`src/rtl/road_scroll.sv`:
```
// road_scroll: per-frame road scroller; once per vertical blank it moves the road tile
// vertically, picks a new tile from an LFSR when a tile boundary is crossed, and steers road_X.
module road_scroll #(
    parameter logic [8:0] X_INIT    = 9'd144,
    parameter logic [8:0] X_MIN     = 9'd64,
    parameter logic [8:0] X_MAX     = 9'd240,
    parameter logic [7:0] LFSR_SEED = 8'hA5
) (
    input  logic       clk,
    input  logic       rst,
    input  logic       enable,
    input  logic       frame_start,
    input  logic [3:0] speed,
    output logic [8:0] road_X,
    output logic [8:0] road_Y,
    output logic [8:0] sprite_number,
    output logic       mirror,
    output logic       busy
);
    typedef enum logic [2:0] {IDLE, WAIT, SCROLL, TILE, STEER} state_t;

    // An all-zero LFSR would lock up, so a zero seed is forced to 1.
    localparam logic [7:0] SEED = (LFSR_SEED == 8'h00) ? 8'h01 : LFSR_SEED;

    state_t     r_state, w_next;
    logic [8:0] r_road_X, r_target_X, r_road_Y;
    logic [1:0] r_sprite;
    logic       r_mirror, r_cross, r_busy;
    logic [7:0] r_lfsr;
    logic [7:0] w_lfsr_next;
    logic [8:0] w_y_next;
    logic [9:0] w_sum;
    logic [8:0] w_target;

    assign w_lfsr_next = {r_lfsr[6:0], r_lfsr[7] ^ r_lfsr[5] ^ r_lfsr[4] ^ r_lfsr[3]};
    assign w_y_next    = r_road_Y - {5'd0, speed};
    assign w_sum       = {1'b0, X_MIN} + {3'd0, w_lfsr_next[6:0]};
    assign w_target    = (w_sum > {1'b0, X_MAX}) ? X_MAX : w_sum[8:0];

    always_comb begin
        w_next = r_state;
        case (r_state)
            IDLE:    w_next = enable ? WAIT : IDLE;
            WAIT:    w_next = !enable ? IDLE : (frame_start ? SCROLL : WAIT);
            SCROLL:  w_next = TILE;
            TILE:    w_next = STEER;
            default: w_next = WAIT;
        endcase
    end

    always_ff @(posedge clk) begin
        if (rst) begin
            r_state    <= IDLE;
            r_road_X   <= X_INIT;
            r_target_X <= X_INIT;
            r_road_Y   <= 9'd0;
            r_sprite   <= 2'd0;
            r_mirror   <= 1'b0;
            r_lfsr     <= SEED;
            r_cross    <= 1'b0;
            r_busy     <= 1'b0;
        end else begin
            r_state <= w_next;
            r_busy  <= (w_next == SCROLL) || (w_next == TILE) || (w_next == STEER);
            case (r_state)
                SCROLL: begin
                    r_road_Y <= w_y_next;
                    r_cross  <= r_road_Y[5] ^ w_y_next[5];
                end
                TILE: if (r_cross) begin
                    r_lfsr     <= w_lfsr_next;
                    r_sprite   <= w_lfsr_next[1:0];
                    r_mirror   <= ~r_mirror;
                    r_target_X <= w_target;
                end
                STEER: r_road_X <= (r_road_X < r_target_X) ? r_road_X + 9'd1 :
                                   (r_road_X > r_target_X) ? r_road_X - 9'd1 : r_road_X;
                default: ;
            endcase
        end
    end

    assign road_X        = r_road_X;
    assign road_Y        = r_road_Y;
    assign sprite_number = {7'd0, r_sprite};
    assign mirror        = r_mirror;
    assign busy          = r_busy;
endmodule
```
`config.mk`:
```
export PLATFORM = sky130hd
export DESIGN_NAME = road_scroll
export DESIGN_NICKNAME = d
export VERILOG_FILES = /design/src/rtl/road_scroll.sv
export SDC_FILE = /design/constraint.sdc
export NUM_CORES = 1
export LEC_CHECK = 0
export CAP_MARGIN = 30
export CORE_ASPECT_RATIO = 0.75
export CORE_MARGIN = 3
export CORE_UTILIZATION = 45
export CTS_CLUSTER_SIZE = 16
export DETAILED_ROUTE_END_ITERATION = 12
export MAX_ROUTING_LAYER = met4
export PLACE_DENSITY_LB_ADDON = 0.05
export SLEW_MARGIN = 5
export SYNTH_ARGS = -nofsm -noshare
export SYNTH_HDL_FRONTEND = slang
export SYNTH_SLANG_ARGS = --single-unit
```
`constraint.sdc`:
```
create_clock -name clk -period 5.7 [get_ports clk]
set_input_delay 0.57 -clock clk [delete_from_list [all_inputs] [get_ports clk]]
set_output_delay 0.57 -clock clk [all_outputs]
set_load 0.02 [all_outputs]
```
==> results of run 1 <==
power by group through the flow:
stage               sequential [mW]  combinational (mW)  clock [mW]
finish                        0.273              0.0378       0.188
global placement              0.279              0.0376           0
detailed placement            0.279              0.0380           0
global route                  0.273              0.0420       0.205
floorplan                     0.280              0.0276           0
CTS                           0.273              0.0381       0.196
path summary, 6_finish.rpt:
kind,start,cells after the start,end
setup / recovery,road_X[6],12,road_X[8]
hold / removal,r_lfsr[0],2,r_lfsr[1]
setup reg to reg,road_X[6],12,road_X[8]
hold reg to reg,r_lfsr[0],2,r_lfsr[1]
sequential cells by signal, summed over array words and instances, names as in the netlist:
register / flops
r_target_X: 5
mirror: 1
road_Y: 9
busy: 1
r_cross: 1
r_state: 3
road_X: 9
r_sprite: 1
r_lfsr: 8
routing by layer:
metal	up-vias	GRT usage, %
met5	-	-
met4	0	4.15
met3	4	4.14
met2	32	21.3
met1	708	22.0
li1	875	-
critical path, cell delays in order (launching register included):
cell and delay, ps:
dfxtp_1 350, ha_1 330, a21o_1 170, a211oi_1 350, o211a_1 270, inv_1 160, ha_1 380, and3_1 190
a21oi_1 170, a31oi_1 130, xor2_1 160, or3_1 310, a21oi_1 140
through the flow:
| stage | cell area, um^2 | power [mW] | setup slack [ps] |
|---|---|---|---|
| after floorplan | 2130 | 0.308 | 2760 |
| after global placement | 2390 | 0.316 | 2600 |
| after detailed placement | 2390 | 0.317 | 2620 |
| after CTS | 2480 | 0.506 | 2580 |
| after global routing | 2480 | 0.521 | 2350 |
| final | 2480 | 0.499 | 2550 |
kinds of logic after synthesis:
family,count (synthesis),share of synthesized area (%)
simple gates,78,17.6
fa+ha+maj,21,13.2
flops,38,36.0
other cells,1,0.178
compound gates,51,14.8
xor+xnor,18,7.47
buf+inv,37,8.83
mux,4,1.90
placed cells by master, fill, tap and decap left out, types with 2 or more instances in the layout:
cell type	netlist	routed
a2111o_1	2	2
a211oi_1	4	4
a21oi_1	25	25
clkbuf_8	0	6
clkdlybuf4s50_1	0	29
conb_1	1	7
dfxtp_1	38	38
fa_1	2	2
ha_1	19	19
inv_1	20	20
mux2i_1	4	4
nand2_1	28	28
nand3_1	3	3
nand3b_1	2	2
nand4b_1	2	2
nor2_1	22	22
nor2b_1	5	5
nor3_1	4	4
o21a_1	2	2
o21ai_0	8	8
o31ai_1	2	2
or2_2	3	3
or3_1	2	2
xnor2_1	10	10
xor2_1	8	8
final cells by class:
cell class / count / area share [%]
inverters: 20 / 3.03
well taps: 55 / 2.77
multi-input cells: 179 / 47.8
repair buffers: 30 / 12.0
clock inverters: 1 / 0.202
flip-flops and latches: 38 / 30.7
clock buffers: 7 / 3.48
==> results.py, run 1 <==
metrics = {
    "placed_design": {
        "gp_congestion": 0.811,
        "io_buffers": 29,
        "place_hpwl_um": 2870,
        "dp_cells": 322,
    },
    "grt": {
        "grt_max_degree": 38,
        "first_global_vias": 1448,
        "grt_use_total_pct": 15.4,
        "antenna_found_initial": 0,
        "grt_pass1_wl_um": 6760,
        "grt_overflow": 0,
    },
    "finish": {
        "multiInputGateArea_um2": 1190,
        "syn2layout_area_growth_pct": 17.5,
        "final_nets": 303,
        "drive_above_1_share_pct": 5.09,
        "layoutNonFillerInstCount": 330,
        "seqCellArea_um2": 761,
        "fillers": 397,
        "postLayoutCoreUtil_pct": 58.0,
        "num_antenna_cells": 0,
    },
    "yosys": {
        "synth_area_leaders": "dfxtp_1 36%, ha_1 11%, a21oi_1 5.9%, nand2_1 5.0%, xnor2_1 4.1%",
        "synth_common_cells": "38 x dfxtp_1, 28 x nand2_1, 25 x a21oi_1, 22 x nor2_1, 20 x inv_1",
        "netlist-cell-type-count": 42,
        "ys_ff_latch": 38,
        "yosysWarnings": 0,
        "syn-cell-area_um2": 2110,
        "synth-edff-count": 0,
        "netlist.area_leader.share_pct": 36.0,
        "ys_seq_area_share_pct": 36.0,
        "synth_most_common_cell": "dfxtp_1",
        "async_flop_share_pct": 0,
        "synthFlopType": "dfxtp_1",
        "syn-mean-instance-area_um2": 8.51,
        "synth_top_area_cell": "dfxtp_1",
        "synthCells": 248,
    },
    "cts": {
        "post_cts_buffers": 0,
        "cts_resized": 0,
        "clock_sinks": 38,
        "clk_path_buf_depth": 2,
        "worstSkewPairLatency_ps": 290,
        "cts_tree": "yes",
        "cts_buffers": 5,
        "cts_hold_buf": 0,
        "h-tree-depth": 2,
        "clk_pin_slew_ps": 80,
        "root_buffer": "clkbuf_8",
    },
    "timing": {
        "slew_headroom_pct": 63.4,
        "tns_ps": 0,
        "setup_viol": 0,
        "worst_hold_slack_ps": 458,
        "rsz0062_at_grt": "false",
        "fin_crit_sh_pct": 55.3,
        "fmax_mhz": 317,
        "hold_violations": 0,
        "post-route-min-period_ps": 3150,
        "worst_pin_slew_ps": 547,
        "skew_ps": 7.47,
        "slew_violations": 0,
    },
    "power": {
        "power_switching_share_pct": 23.2,
        "p_leak_nw": 1.02,
        "pwr-share-comb_pct": 7.6,
        "p_clk_share_pct": 37.8,
        "p_switching_uw": 116,
        "p_seq_share_pct": 54.6,
        "power_density_nw_per_um2": 201,
        "peakVddDrop_mv": 0.107,
        "p_int_uw": 383,
    },
    "route": {
        "drtPass1Iterations": 4,
        "met2_wirelength_um": 1530,
        "top_layer_used": "met4",
        "met3_wirelength_um": 164,
        "initialDrtViolationCount": 90,
        "avgRoutedWirePerCell_um": 12.0,
        "drt-met1-wl_um": 2240,
        "num_vias": 1619,
        "drc_errors": 0,
        "ant_nets": 0,
        "avgViaCountPerCell": 4.91,
        "wirelength_um": 3970,
    },
    "floorplanning": {
        "start_util_pct": 49.3,
        "ioPinCount": 37,
        "dieArea_um2": 5560,
        "fp-row-count": 20,
        "die_h_um": 65.3,
        "core-area_um2": 4280,
        "fp.dieW_um": 85.1,
    },
    "setup_path": {
        "end_kind": "flop",
        "cp.arrival_ps": 3370,
        "worstPathMaxFanout": 7,
        "crit_required_ps": 5920,
        "critPathLaunchType": "flop",
        "r2r_slack_ps": 2550,
        "path_class": "flop to flop",
    },
    "status": {
        "status": "complete, no violations",
    },
    "job": {
        "cap_violations": 0,
    },
    "worst_hold_path": {
        "min_path_type": "flop to flop",
    },
}
Power figures use the tool's default switching activity.
==> inputs of run 2 (changes only) <==
==> constraint.sdc (replaced) <==
create_clock -name clk -period 3.1 [get_ports clk]
set_input_delay 0.31 -clock clk [delete_from_list [all_inputs] [get_ports clk]]
set_output_delay 0.31 -clock clk [all_outputs]
set_load 0.02 [all_outputs]
==> results.py, run 2 (same netlist as run 1, synthesis figures left out) <==
metrics = {
    "status": {
        "status": "complete, no violations",
    },
    "route": {
        "drtPass1Iterations": 4,
        "initialDrtViolationCount": 84,
        "ant_nets": 0,
        "avgRoutedWirePerCell_um": 12.7,
        "num_vias": 1696,
        "wirelength_um": 4240,
        "drc_errors": 0,
        "avgViaCountPerCell": 5.08,
    },
    "timing": {
        "skew_ps": 8.76,
        "hold_violations": 0,
        "slew_headroom_pct": 52.2,
        "fmax_mhz": 335,
        "rsz0062_at_grt": "true",
        "setup_viol": 0,
        "slew_violations": 0,
        "post-route-min-period_ps": 2990,
        "fin_crit_sh_pct": 96.4,
        "worst_pin_slew_ps": 715,
    },
    "finish": {
        "num_antenna_cells": 0,
        "syn2layout_area_growth_pct": 21.9,
        "final_nets": 309,
        "layoutNonFillerInstCount": 334,
        "layout_commonest_cell": "dfxtp_1",
        "layout_common_cells": "30 x dfxtp_1, 29 x clkdlybuf4s50_1, 28 x nand2_1",
        "drive_above_1_share_pct": 12.2,
        "final_cell_area_um2": 2570,
    },
    "floorplanning": {
        "fp-row-count": 20,
        "die_h_um": 65.3,
        "dieArea_um2": 5560,
        "core-area_um2": 4280,
        "fp.dieW_um": 85.1,
        "start_util_pct": 49.3,
        "ioPinCount": 37,
    },
    "placed_design": {
        "io_buffers": 29,
        "gp_congestion": 0.838,
        "dpl_cell_area_um2": 2430,
        "dp_cells": 327,
        "place_hpwl_um": 3120,
    },
    "worst_hold_path": {
        "min_path_type": "flop to flop",
        "hp-start": "r_target_X[2]",
    },
    "grt": {
        "grt_pass1_wl_um": 7230,
        "grt_max_degree": 22,
        "grt_use_total_pct": 16.7,
        "first_global_vias": 1578,
        "grt_overflow": 0,
        "antenna_found_initial": 0,
    },
    "power": {
        "peakVddDrop_mv": 0.210,
        "p_leak_nw": 1.06,
        "power_density_nw_per_um2": 352,
    },
    "setup_path": {
        "critPathLaunchType": "flop",
        "cp.arrival_ps": 3190,
        "worstPathMaxFanout": 4,
        "crit_required_ps": 3310,
        "end_kind": "flop",
        "startpoint": "road_X[5]",
        "rr_startpoint": "road_X[5]",
        "path_class": "flop to flop",
    },
    "cts": {
        "worstSkewPairLatency_ps": 280,
        "clock_sinks": 38,
        "h-tree-depth": 2,
        "cts_hold_buf": 0,
        "cts_buffers": 5,
        "clk_pin_slew_ps": 70,
        "clk_path_buf_depth": 2,
        "root_buffer": "clkbuf_8",
        "cts_tree": "yes",
    },
    "job": {
        "cap_violations": 0,
    },
}
==> run 2: changes by cell type in the layout (fill, tap and decap cells not counted), moves of 2 or more <==
cell / before / now
buf_4: 1 / 7
dfxtp_1: 38 / 30
dfxtp_2: 0 / 8
ha_1: 19 / 17
ha_4: 0 / 2
==> run 2: per-layer routing <==
metal	up-vias	track usage [%]	wire, um
li1	882	-	-
met1	777	22.8	2230
met2	35	24.4	1800
met3	2	4.14	200
met4	0	4.74	14
met5	-	-	0
==> run 2: critical path, cell delays in order (launching register included) <==
cell and delay (ps):
dfxtp_1 360, ha_1 290, nand4b_1 140, or3_1 380, o211a_1 150, buf_4 150
fa_2 370, nor2b_4 130, o2111ai_2 130, a31oi_1 230, xor2_1 110, or3_1 320
a21oi_1 140
==> run 2: layout make-up <==
type / instances / area (um^2)
clock buffers: 6 / 82.6
fillers: 415 / 1710
inverters: 20 / 75.1
multi-input cells: 179 / 1230
flip-flops and latches: 38 / 771
well taps: 55 / 68.8
repair buffers: 36 / 343
==> run 2: timing repair <==
action                                  CTS  global route
gates resized for setup                   0            16
endpoints found under the setup margin    0             2
buffers inserted                          0             1
==> run 2: worst paths after layout <==
kind / to / slack [ps] / cells past startpoint
max: road_X[8] / 110 / 12
min: r_target_X[2] / 450 / 2
max reg2reg: road_X[8] / 110 / 12
min reg2reg: r_target_X[2] / 450 / 2
==> run 2: where the power goes <==
group | total [mW] | internal [mW] | switching, mW | leakage, nW
logic | 0.0699 | 0.0311 | 0.0388 | 0.711
registers | 0.501 | 0.494 | 0.00704 | 0.310
clock network | 0.334 | 0.172 | 0.162 | 0.0431
==> run 2: through the flow <==
stage	setup WS (ps)	util [%]	TNS [ps]	power [mW]	hold WS [ps]
floorplan	157	-	0	0.566	432
global placement	44.0	56.7	0	0.582	442
detailed placement	47.6	56.7	0	0.582	448
CTS	34.4	58.6	0	0.918	460
global route	-70.1	60.1	-70.1	0.951	481
finish	113	60.1	0	0.905	454
